`src/rtl/serial_bus_pkg.sv`:
```
// Shared types and defaults for the serial system bus slave endpoint.
// Holds the FSM state encoding, frame mode values and shift-register opcodes.
package serial_bus_pkg;

    localparam int DEF_ADDR_WIDTH = 12;
    localparam int DEF_DATA_WIDTH = 8;

    localparam logic MODE_READ  = 1'b0;
    localparam logic MODE_WRITE = 1'b1;

    typedef enum logic [2:0] {
        ST_IDLE,
        ST_ADDR,
        ST_WDATA,
        ST_MEMWR,
        ST_MEMRD,
        ST_RWAIT,
        ST_RDATA
    } ssp_state_e;

    typedef enum logic [1:0] {
        SR_HOLD,
        SR_LOAD,
        SR_SHIFT
    } sr_op_e;

    function automatic int max_int(input int a, input int b);
        return (a > b) ? a : b;
    endfunction

endpackage

```
`src/rtl/serial_shift_reg.sv`:
```
// LSB-first shift register: parallel load, serial-in at the MSB end, serial-out at bit 0.
// The same right-shift serves both deserialising (SIPO) and serialising (PISO).
module serial_shift_reg
    import serial_bus_pkg::*;
#(
    parameter int WIDTH = DEF_DATA_WIDTH
) (
    input  logic             clk,
    input  logic             rst,
    input  sr_op_e           op,
    input  logic [WIDTH-1:0] load_data,
    input  logic             sin,
    output logic [WIDTH-1:0] data
);

    logic [WIDTH-1:0] data_d;
    logic [WIDTH-1:0] data_q;

    always_comb begin
        // NOTE: default assignment first, so no path through the block leaves data_d unassigned (no latch).
        data_d = data_q;
        case (op)
            SR_LOAD:  data_d = load_data;
            SR_SHIFT: data_d = {sin, data_q[WIDTH-1:1]};
            default:  data_d = data_q;
        endcase
    end

    // NOTE: state is updated with non-blocking assignments so every flop samples pre-edge values.
    always_ff @(posedge clk) begin
        if (rst) begin
            data_q <= '0;
        end else begin
            data_q <= data_d;
        end
    end

    assign data = data_q;

endmodule

```
`src/rtl/serial_slave_port.sv`:
```
// Serial bus slave endpoint: deserialises mode/address/write-data, does one memory access,
// serialises read data back. Optional idle-gap abort is enabled with `define SSP_TIMEOUT_EN.
module serial_slave_port
    import serial_bus_pkg::*;
#(
    parameter int ADDR_WIDTH     = DEF_ADDR_WIDTH,
    parameter int DATA_WIDTH     = DEF_DATA_WIDTH,
    parameter int READ_LATENCY   = 1,
    parameter int TIMEOUT_CYCLES = 16
) (
    input  logic                  clk,
    input  logic                  rst,
    input  logic                  swdata,
    input  logic                  smode,
    input  logic                  mvalid,
    output logic                  srdata,
    output logic                  svalid,
    output logic                  sready,
    output logic [ADDR_WIDTH-1:0] mem_addr,
    output logic [DATA_WIDTH-1:0] mem_wdata,
    output logic                  mem_wen,
    output logic                  mem_ren,
    input  logic [DATA_WIDTH-1:0] mem_rdata,
    output logic                  frame_err
);

    localparam int CNT_MAX = max_int(max_int(ADDR_WIDTH, DATA_WIDTH),
                                     max_int(TIMEOUT_CYCLES, READ_LATENCY));
    localparam int CNT_W   = $clog2(CNT_MAX + 1);

    typedef logic [CNT_W-1:0] cnt_t;

    ssp_state_e            state_q, state_d;
    cnt_t                  cnt_q, cnt_d;
    logic                  mode_q, mode_d;
    logic [ADDR_WIDTH-1:0] mem_addr_q, mem_addr_d;

    sr_op_e                addr_op, wd_op, rd_op;
    logic [ADDR_WIDTH-1:0] addr_sr;
    logic [DATA_WIDTH-1:0] wdata_sr;
    logic [DATA_WIDTH-1:0] rd_sr;
    logic                  rd_unused;
    logic                  timeout_hit;

    serial_shift_reg #(.WIDTH(ADDR_WIDTH)) u_addr_sr (
        .clk       (clk),
        .rst       (rst),
        .op        (addr_op),
        .load_data ('0),
        .sin       (swdata),
        .data      (addr_sr)
    );

    serial_shift_reg #(.WIDTH(DATA_WIDTH)) u_wdata_sr (
        .clk       (clk),
        .rst       (rst),
        .op        (wd_op),
        .load_data ('0),
        .sin       (swdata),
        .data      (wdata_sr)
    );

    serial_shift_reg #(.WIDTH(DATA_WIDTH)) u_rdata_sr (
        .clk       (clk),
        .rst       (rst),
        .op        (rd_op),
        .load_data (mem_rdata),
        .sin       (1'b0),
        .data      (rd_sr)
    );

    // Only bit 0 of the read register drives the bus; upper bits just feed the shift.
    assign rd_unused = ^rd_sr[DATA_WIDTH-1:1];

`ifdef SSP_TIMEOUT_EN
    cnt_t gap_q, gap_d;
    logic frame_err_q;

    always_comb begin
        gap_d       = '0;
        timeout_hit = 1'b0;
        if ((state_q == ST_ADDR || state_q == ST_WDATA) && !mvalid) begin
            if (gap_q == cnt_t'(TIMEOUT_CYCLES - 1)) begin
                timeout_hit = 1'b1;
            end else begin
                gap_d = gap_q + cnt_t'(1);
            end
        end
    end

    always_ff @(posedge clk) begin
        if (rst) begin
            gap_q       <= '0;
            frame_err_q <= 1'b0;
        end else begin
            gap_q       <= gap_d;
            frame_err_q <= timeout_hit;
        end
    end

    assign frame_err = frame_err_q;
`else
    assign timeout_hit = 1'b0;
    assign frame_err   = 1'b0;
`endif

    always_ff @(posedge clk) begin
        if (rst) begin
            state_q    <= ST_IDLE;
            cnt_q      <= '0;
            mode_q     <= MODE_READ;
            mem_addr_q <= '0;
        end else begin
            state_q    <= state_d;
            cnt_q      <= cnt_d;
            mode_q     <= mode_d;
            mem_addr_q <= mem_addr_d;
        end
    end

    always_comb begin
        state_d    = state_q;
        cnt_d      = cnt_q;
        mode_d     = mode_q;
        mem_addr_d = mem_addr_q;
        addr_op    = SR_HOLD;
        wd_op      = SR_HOLD;
        rd_op      = SR_HOLD;
        case (state_q)
            ST_IDLE: begin
                if (mvalid) begin
                    mode_d  = smode;
                    addr_op = SR_SHIFT;
                    cnt_d   = cnt_t'(1);
                    state_d = ST_ADDR;
                end
            end
            ST_ADDR: begin
                if (mvalid) begin
                    addr_op = SR_SHIFT;
                    if (cnt_q == cnt_t'(ADDR_WIDTH - 1)) begin
                        cnt_d   = '0;
                        state_d = (mode_q == MODE_WRITE) ? ST_WDATA : ST_MEMRD;
                    end else begin
                        cnt_d = cnt_q + cnt_t'(1);
                    end
                end
            end
            ST_WDATA: begin
                if (mvalid) begin
                    wd_op = SR_SHIFT;
                    if (cnt_q == cnt_t'(DATA_WIDTH - 1)) begin
                        cnt_d   = '0;
                        state_d = ST_MEMWR;
                    end else begin
                        cnt_d = cnt_q + cnt_t'(1);
                    end
                end
            end
            ST_MEMWR: begin
                mem_addr_d = addr_sr;
                state_d    = ST_IDLE;
            end
            ST_MEMRD: begin
                mem_addr_d = addr_sr;
                state_d    = ST_RWAIT;
            end
            ST_RWAIT: begin
                if (cnt_q == cnt_t'(READ_LATENCY - 1)) begin
                    rd_op   = SR_LOAD;
                    cnt_d   = '0;
                    state_d = ST_RDATA;
                end else begin
                    cnt_d = cnt_q + cnt_t'(1);
                end
            end
            ST_RDATA: begin
                rd_op = SR_SHIFT;
                if (cnt_q == cnt_t'(DATA_WIDTH - 1)) begin
                    cnt_d   = '0;
                    state_d = ST_IDLE;
                end else begin
                    cnt_d = cnt_q + cnt_t'(1);
                end
            end
            default: state_d = ST_IDLE;
        endcase
        // A stalled frame is dropped without touching memory.
        if (timeout_hit) begin
            state_d = ST_IDLE;
            cnt_d   = '0;
            addr_op = SR_HOLD;
            wd_op   = SR_HOLD;
        end
    end

    always_comb begin
        sready   = 1'b0;
        svalid   = 1'b0;
        srdata   = 1'b0;
        mem_wen  = 1'b0;
        mem_ren  = 1'b0;
        mem_addr = mem_addr_q;
        case (state_q)
            ST_IDLE:  sready = 1'b1;
            ST_MEMWR: begin
                mem_wen  = 1'b1;
                mem_addr = addr_sr;
            end
            ST_MEMRD: begin
                mem_ren  = 1'b1;
                mem_addr = addr_sr;
            end
            ST_RDATA: begin
                svalid = 1'b1;
                srdata = rd_sr[0];
            end
            default: ;
        endcase
    end

    assign mem_wdata = wdata_sr;

endmodule

```
`config.mk`:
```
export PLATFORM = sky130hd
export DESIGN_NAME = serial_slave_port
export DESIGN_NICKNAME = d
export VERILOG_FILES = /design/src/rtl/serial_bus_pkg.sv /design/src/rtl/serial_shift_reg.sv /design/src/rtl/serial_slave_port.sv
export SDC_FILE = /design/constraint.sdc
export NUM_CORES = 1
export LEC_CHECK = 0
export BUFFER_PORTS_ARGS = -buffer_cell sky130_fd_sc_hd__clkbuf_2
export CAP_MARGIN = 20
export CORE_AREA = 8 8 77 79
export DETAILED_ROUTE_END_ITERATION = 8
export DIE_AREA = 0 0 85 87
export GPL_TIMING_DRIVEN = 0
export PLACE_DENSITY = 0.73
export SETUP_SLACK_MARGIN = 0.05
export SLEW_MARGIN = 0
export SYNTH_ARGS = -nofsm -noshare
export SYNTH_HDL_FRONTEND = slang
export SYNTH_SLANG_ARGS = --single-unit
```
`constraint.sdc`:
```
create_clock -name clk -period 1.9 [get_ports clk]
set_input_delay 0.38 -clock clk [delete_from_list [all_inputs] [get_ports clk]]
set_output_delay 0.38 -clock clk [all_outputs]
set_load 0.005 [all_outputs]
```
### Word-level counts from Yosys, hierarchy flattened

Cells that the tools add are included.
W data, S select, Z words.

| storage, ports and cells | value |
|---|---|
| bits in registers | 49 |
| input port bits | 13 |
| word-level logic and storage cells | 70 |
| output and inout port bits | 26 |

| cells by class | value |
|---|---|
| equality and inequality tests | 21 |
| $add $sub $neg | 1 |
| reductions and logical operators | 11 |
| mux-type cells | 30 |

Operators by type and width:

| kind | number |
|---|---|
| $pmux W8 S2 | 2 |
| $mux W5 | 6 |
| $pmux W5 S5 | 1 |
| $mux W3 | 8 |
| $pmux W12 S2 | 1 |
| $pmux W3 S6 | 1 |
| $ne A2 B2 Y1 const B | 7 |
| $mux W12 | 1 |
| $eq A3 B3 Y1 const B | 3 |
| $reduce_and A7 Y1 | 1 |
| $eq A2 B1 Y1 const B | 3 |
| $eq A2 B2 Y1 const B | 3 |
| $eq A3 B2 Y1 const B | 2 |
| $mux W1 | 6 |
| $mux W2 | 3 |
| $reduce_bool A2 Y1 | 3 |
| $add A5 B1 Y5 const B | 1 |
| $eq A5 B3 Y1 const B | 1 |
| $eq A5 B4 Y1 const B | 1 |
| $logic_not A5 Y1 | 1 |
| $reduce_bool A5 Y1 | 1 |
| $pmux W2 S2 | 1 |
| $reduce_and A4 Y1 | 1 |
| $reduce_or A2 Y1 | 2 |
| other kinds (3) | 3 |

### Depth between registers and ports, before layout

| logic depth | value |
|---|---|
| depth after elaboration | 5 |
| mapped depth | 10 |
| depth with buffers taken out | 9 |

### Hierarchy

Synthesis repeated with hierarchy kept, for this count alone.

| second synthesis, totals | value |
|---|---|
| cells, all modules | 253 |
| area, all modules | 2612.5 um2 |

Modules (own cells, without submodules):

| module | area each (um2) | cells each | instances | sequential area each (um2) |
|---|---|---|---|---|
| serial_slave_port | 1214.9 | 124 | 1 | 420.4 |
| serial_shift_reg (u_rdata_sr ...) | 389.1 | 37 | 2 | 160.2 |
| serial_shift_reg (u_addr_sr) | 619.3 | 55 | 1 | 240.2 |

### Worst setup path before layout

Ideal clock, no wire load.

| path | value |
|---|---|
| kind | register to register |
| from | reg state_q[1] |
| to | reg u_rdata_sr.data_q[5], in the netlist u_rdata_sr.data[5] |
| data required time | 1.772 ns |
| setup time | 0.128 ns |
| arrival | 1.945 ns |
| setup slack | -0.172 ns |
| cell stages (with the launch flop) | 10 |
| path buffers | 2 |
| period minus slack after synthesis | 2.072 ns |
| cells stage by stage | dfxtp_1 -> clkbuf_1 -> nor2b_1 -> and2_1 -> ha_1 -> clkbuf_1 -> mux2i_1 -> nor2_1 -> a21oi_1 -> nor2_1 |

| on the way | value |
|---|---|
| cells in the longest elaborated chain, start to end | 4 |
| elaborated cells on any way between the ends | 7 |
| those cells by class | 4 x eq/ne; 2 x mux; 1 x reduce/logical |

Ends and longest elaborated chain:

| element | line | text |
|---|---|---|
| start, declared | serial_slave_port.sv:33 | `ssp_state_e state_q, state_d;` |
| start signal, assigned | serial_slave_port.sv:114 | `state_q <= state_d;` |
| $eq A3 B3 Y1 | serial_slave_port.sv:129 | `case (state_q)` |
| $pmux W2 S2 * | serial_slave_port.sv:129 |  |
| $eq A2 B2 Y1 / $eq A2 B1 Y1 (equally long branches) | serial_shift_reg.sv:22 | `case (op)` |
| $pmux W8 S2 / $reduce_bool A2 Y1 (equally long branches) | - |  |
| end signal, assigned | serial_shift_reg.sv:34 | `data_q <= data_d;` |
| end, declared | serial_shift_reg.sv:17 | `logic [WIDTH-1:0] data_q;` |

Mark *: on every way between the ends. The rest lies on a longest branch, timed or not.
A chain may end at the register's enable or synchronous reset.

### Worst setup path after layout

| path | value |
|---|---|
| from | reg state_q[0] |
| to | out mem_addr[6] |

| on the way | value |
|---|---|
| cells in the longest elaborated chain, start to end | 3 |
| elaborated cells on any way between the ends | 4 |
| those cells by class | 2 x eq/ne; 1 x mux; 1 x reduce/logical |

Ends and longest elaborated chain:

| element | line | text |
|---|---|---|
| $eq A3 B3 Y1 / $eq A3 B2 Y1 (equally long branches) | serial_slave_port.sv:204 | `case (state_q)` |
| $reduce_or A2 Y1 (no line) * | - |  |
| $mux W12 * | - |  |
| end, declared | serial_slave_port.sv:19 | `output logic [ADDR_WIDTH-1:0] mem_addr,` |

Marks and branches as above.

==> flow_summary_export.csv <==
group,metric,value,unit
status,outcome,"finished, violations left",
status,violations,"negative setup slack",
layout,areaGrowthSynthToFinish,21.23,%
layout,stdcell_area,2758,um^2
timing,finalCriticalPeriod,2148,ps
synthesis,async_reset_ff_frac,0,
critical_path,cp.required,1520,ps
critical_path,timing.critical_path.fanout_max,5,
timing,fin_skew,7.956,ps
clock_tree,clock-sinks,49,
critical_path,cp_max_stage_cell,"or3b_4",
layout,num-nets-final,310,
clock_tree,clkSlewWorstSetupHoldPaths,90,ps
timing,maxClockFrequency,465.5,MHz
critical_path,critical_path.cell_chain,"or3b_4 -> o21ai_4 -> buf_12 -> mux2_4 -> clkbuf_2",
timing,worst_slew_pin_tran,511.3,ps
drt,drt_pre_antenna_iters,4,
min_path,holdCritPathClass,"input port to flop",
power,leak,1.139,nW
layout,drive_gt1_frac,0.3051,
timing,final-setup-viol-count,12,
drt,drt_iter0_markers,82,
floorplanning,fp.dieH,87,um
floorplanning,floorplan.initialDensity,0.4693,
placement,detailed_place.area,2532,um^2
flow_run,maxCapViolations,0,
synthesis,synth_area_per_cell,9.209,um^2
floorplanning,core,4847,um^2
drt,dr_total_vias,1907,
timing,unrepaired_setup_endpoints_after_global_routing,"true",
grt,grt_usage,0.1410,
clock_tree,clk_path_buf_depth,2,
floorplanning,io-pin-count,39,
synthesis,postSynthNetCount,263,
drt,route.detailed.wl_per_inst,14.27,um
clock_tree,cts_hold_buf,0,
clock_tree,cts.htree.levels,2,
clock_tree,clkLatencyLatePin,300,ps
synthesis,ys.flop_type,"dfxtp_1",
synthesis,post_synth_num_cell_types,46,
timing,report.final.slew_viol_count,0,
placement,place.port_buffers,36,
drt,drc_errors,0,
timing,relative_slew_slack,0.6591,
synthesis,post_synth_main_area_contributors,"dfxtp_1 (43%), mux2i_1 (7.5%), mux2_4 (6.6%), a21oi_1 (5.5%), nor2_1 (5.4%)",
grt,first_global_vias,1832,
synthesis,ys.warnings.count,0,
synthesis,synth-edff-count,0,
drt,ant_nets,0,
synthesis,top_count_cell_post_synth,"dfxtp_1",
synthesis,yosys.area.top_type,"dfxtp_1",
timing,finalHoldViolCount,0,
grt,grt_first_pass_wirelength,8.542,mm
layout,final_core_utilization,0.5689,
grt,maximum_number_of_pins_on_one_net_before_global_route_repair,16,
critical_path,critical-path-top-delay-family,"simple AND/OR/NAND/NOR gates",
synthesis,post_synth_most_frequent_cells,"dfxtp_1 (49), nor2_1 (33), a21oi_1 (25), nand2_1 (18), mux2i_1 (17)",
floorplanning,dieWidth,85,um
power,finalPower,1.781,mW
drt,vias_per_cell,5.433,
power,power_density_normalized_to_cell_area,645.8,nW/um^2
critical_path,crit_type,"flop to output port",
clock_tree,cts.root.buffer_cell,"clkbuf_8",
critical_path,crit_path_start_kind,"flop",
grt,grt_overflow,0,
clock_tree,numCtsBuffers,5,
synthesis,syn-cell-area,2275,um^2
floorplanning,floorplan.rows,26,
timing,final_min_period_over_clock_period,1.131,
clock_tree,tritoncts,"built",
synthesis,seq_area_frac_synth,0.4312,
drt,totalWireLength,5.008,mm
layout,fillCellCount,432,
placement,detailedPlacementHpwl,3.542,mm
grt,antenna_found_initial,0,
critical_path,crit_arrival,1770,ps
critical_path,setup.worst_path.end_class,"output port",
floorplanning,fp.dieArea,7395,um^2
synthesis,synth.ff_latch_count,49,
timing,setup_ws,-248.0,ps
power,power.ir.vdd_worst,0.3576,mV
synthesis,synthesized_instance_count,247,
synthesis,synthDominantCellAreaShare,0.4312,
placement,gp_routability_congestion,0.8231,
critical_path,worstPathBufferInverterCount,2,
layout,number_of_antenna_cells_inserted,0,
critical_path,critical-path-max-stage-delay,410,ps
-- registers in the layout (all words and copies together), names as in the netlist --
name,flops
u_addr_sr.data,12
cnt_q,5
u_rdata_sr.data,8
mem_addr_q,12
u_wdata_sr.data,8
mode_q,1
state_q,3
-- through the flow --
step | hold WS, ps | std cells | setup slack (ps) | TNS, ps
2_1_floorplan | 438.0 | 247 | 45.53 | 0
3_3_place_gp | 452.0 | 339 | -241.7 | -1783
3_5_place_dp | 456.4 | 339 | -262.9 | -2000
4_1_cts | 309.8 | 352 | -277.9 | -3154
5_1_grt | 344.2 | 351 | -315.4 | -3629
6_report | 317.2 | 351 | -248.0 | -2817
-- worst min-delay path, stage by stage --
cell and delay (ps):
clkbuf_2 80, a22oi_1 50, nor2_1 70
-- report_power, final --
part,switching (mW),internal [mW]
sequential,0.00679,1.03
combinational,0.0605,0.0409
clock,0.344,0.296
total,0.412,1.37
-- layout by cell type (no fill, tap or decap), types with 2 or more instances in the layout --
cell	count
dfxtp_1	45
clkbuf_2	37
nor2_1	33
a21oi_1	25
nand2_1	18
mux2i_1	17
o21ai_0	15
mux2_4	11
and2b_1	10
clkbuf_8	7
buf_4	7
clkbuf_1	6
inv_1	3
nand2b_1	3
o211ai_1	3
dfxtp_2	3
buf_6	2
nor3_2	2
nor2b_4	2
and3_1	2
o221ai_1	2
a211oi_1	2
nor3_1	2
nor2b_1	2
ha_1	2
-- kinds of logic after synthesis --
logic type                 Yosys count  synth area share
adders and majority gates            3           0.01650
other                                1          0.001649
muxes                               29            0.1507
and+or+nand+nor                     87            0.1997
DFF                                 49            0.4312
buffers and inverters               21           0.04730
AOI/OAI and AO/OA                   57            0.1529
-- metal layers --
layer / up-vias / track usage / routed length (um)
met5: - / 0 / 0
met2: 66 / 0.2436 / 2417
li1: 952 / - / -
met3: 5 / 0.03113 / 294
met1: 884 / 0.1710 / 2261
met4: 0 / 0.03883 / 34
-- path summary, 6_finish.rpt --
| path | startpoint | cells after the start | endpoint | slack, ps |
|---|---|---|---|---|
| worst max register to register | state_q[1]$_SDFFE_PP0P_ | 9 | u_rdata_sr.data[5]$_SDFFE_PP0P_ | 180 |
| worst min-delay path | mem_rdata[7] | 3 | u_rdata_sr.data[7]$_SDFFE_PP0P_ | 320 |
| worst min register to register | u_addr_sr.data[9]$_SDFFE_PP0P_ | 2 | u_addr_sr.data[8]$_SDFFE_PP0P_ | 470 |
| worst max-delay path | state_q[0]$_SDFFE_PP0P_ | 5 | mem_addr[6] | -250 |
-- cell type report --
cell class | instances | area (um^2) | area share
inverters | 4 | 15.01 | 0.005445
plain buffers | 14 | 103.9 | 0.03766
repair buffers | 43 | 252.7 | 0.09165
flip-flops and latches | 49 | 988.4 | 0.3584
clock inverters | 2 | 13.76 | 0.004991
clock buffers | 6 | 82.58 | 0.02995
multi-input cells | 177 | 1231 | 0.4465
well taps | 56 | 70.07 | 0.02541
-- what timing repair did --
item / CTS / global route
gates cloned: 1 / 0
buffers inserted: 6 / 0
hold endpoints to repair: 0 / 0
gates resized for setup: 18 / 8
endpoints found under the setup margin: 23 / 22
Power figures use the tool's default switching activity.
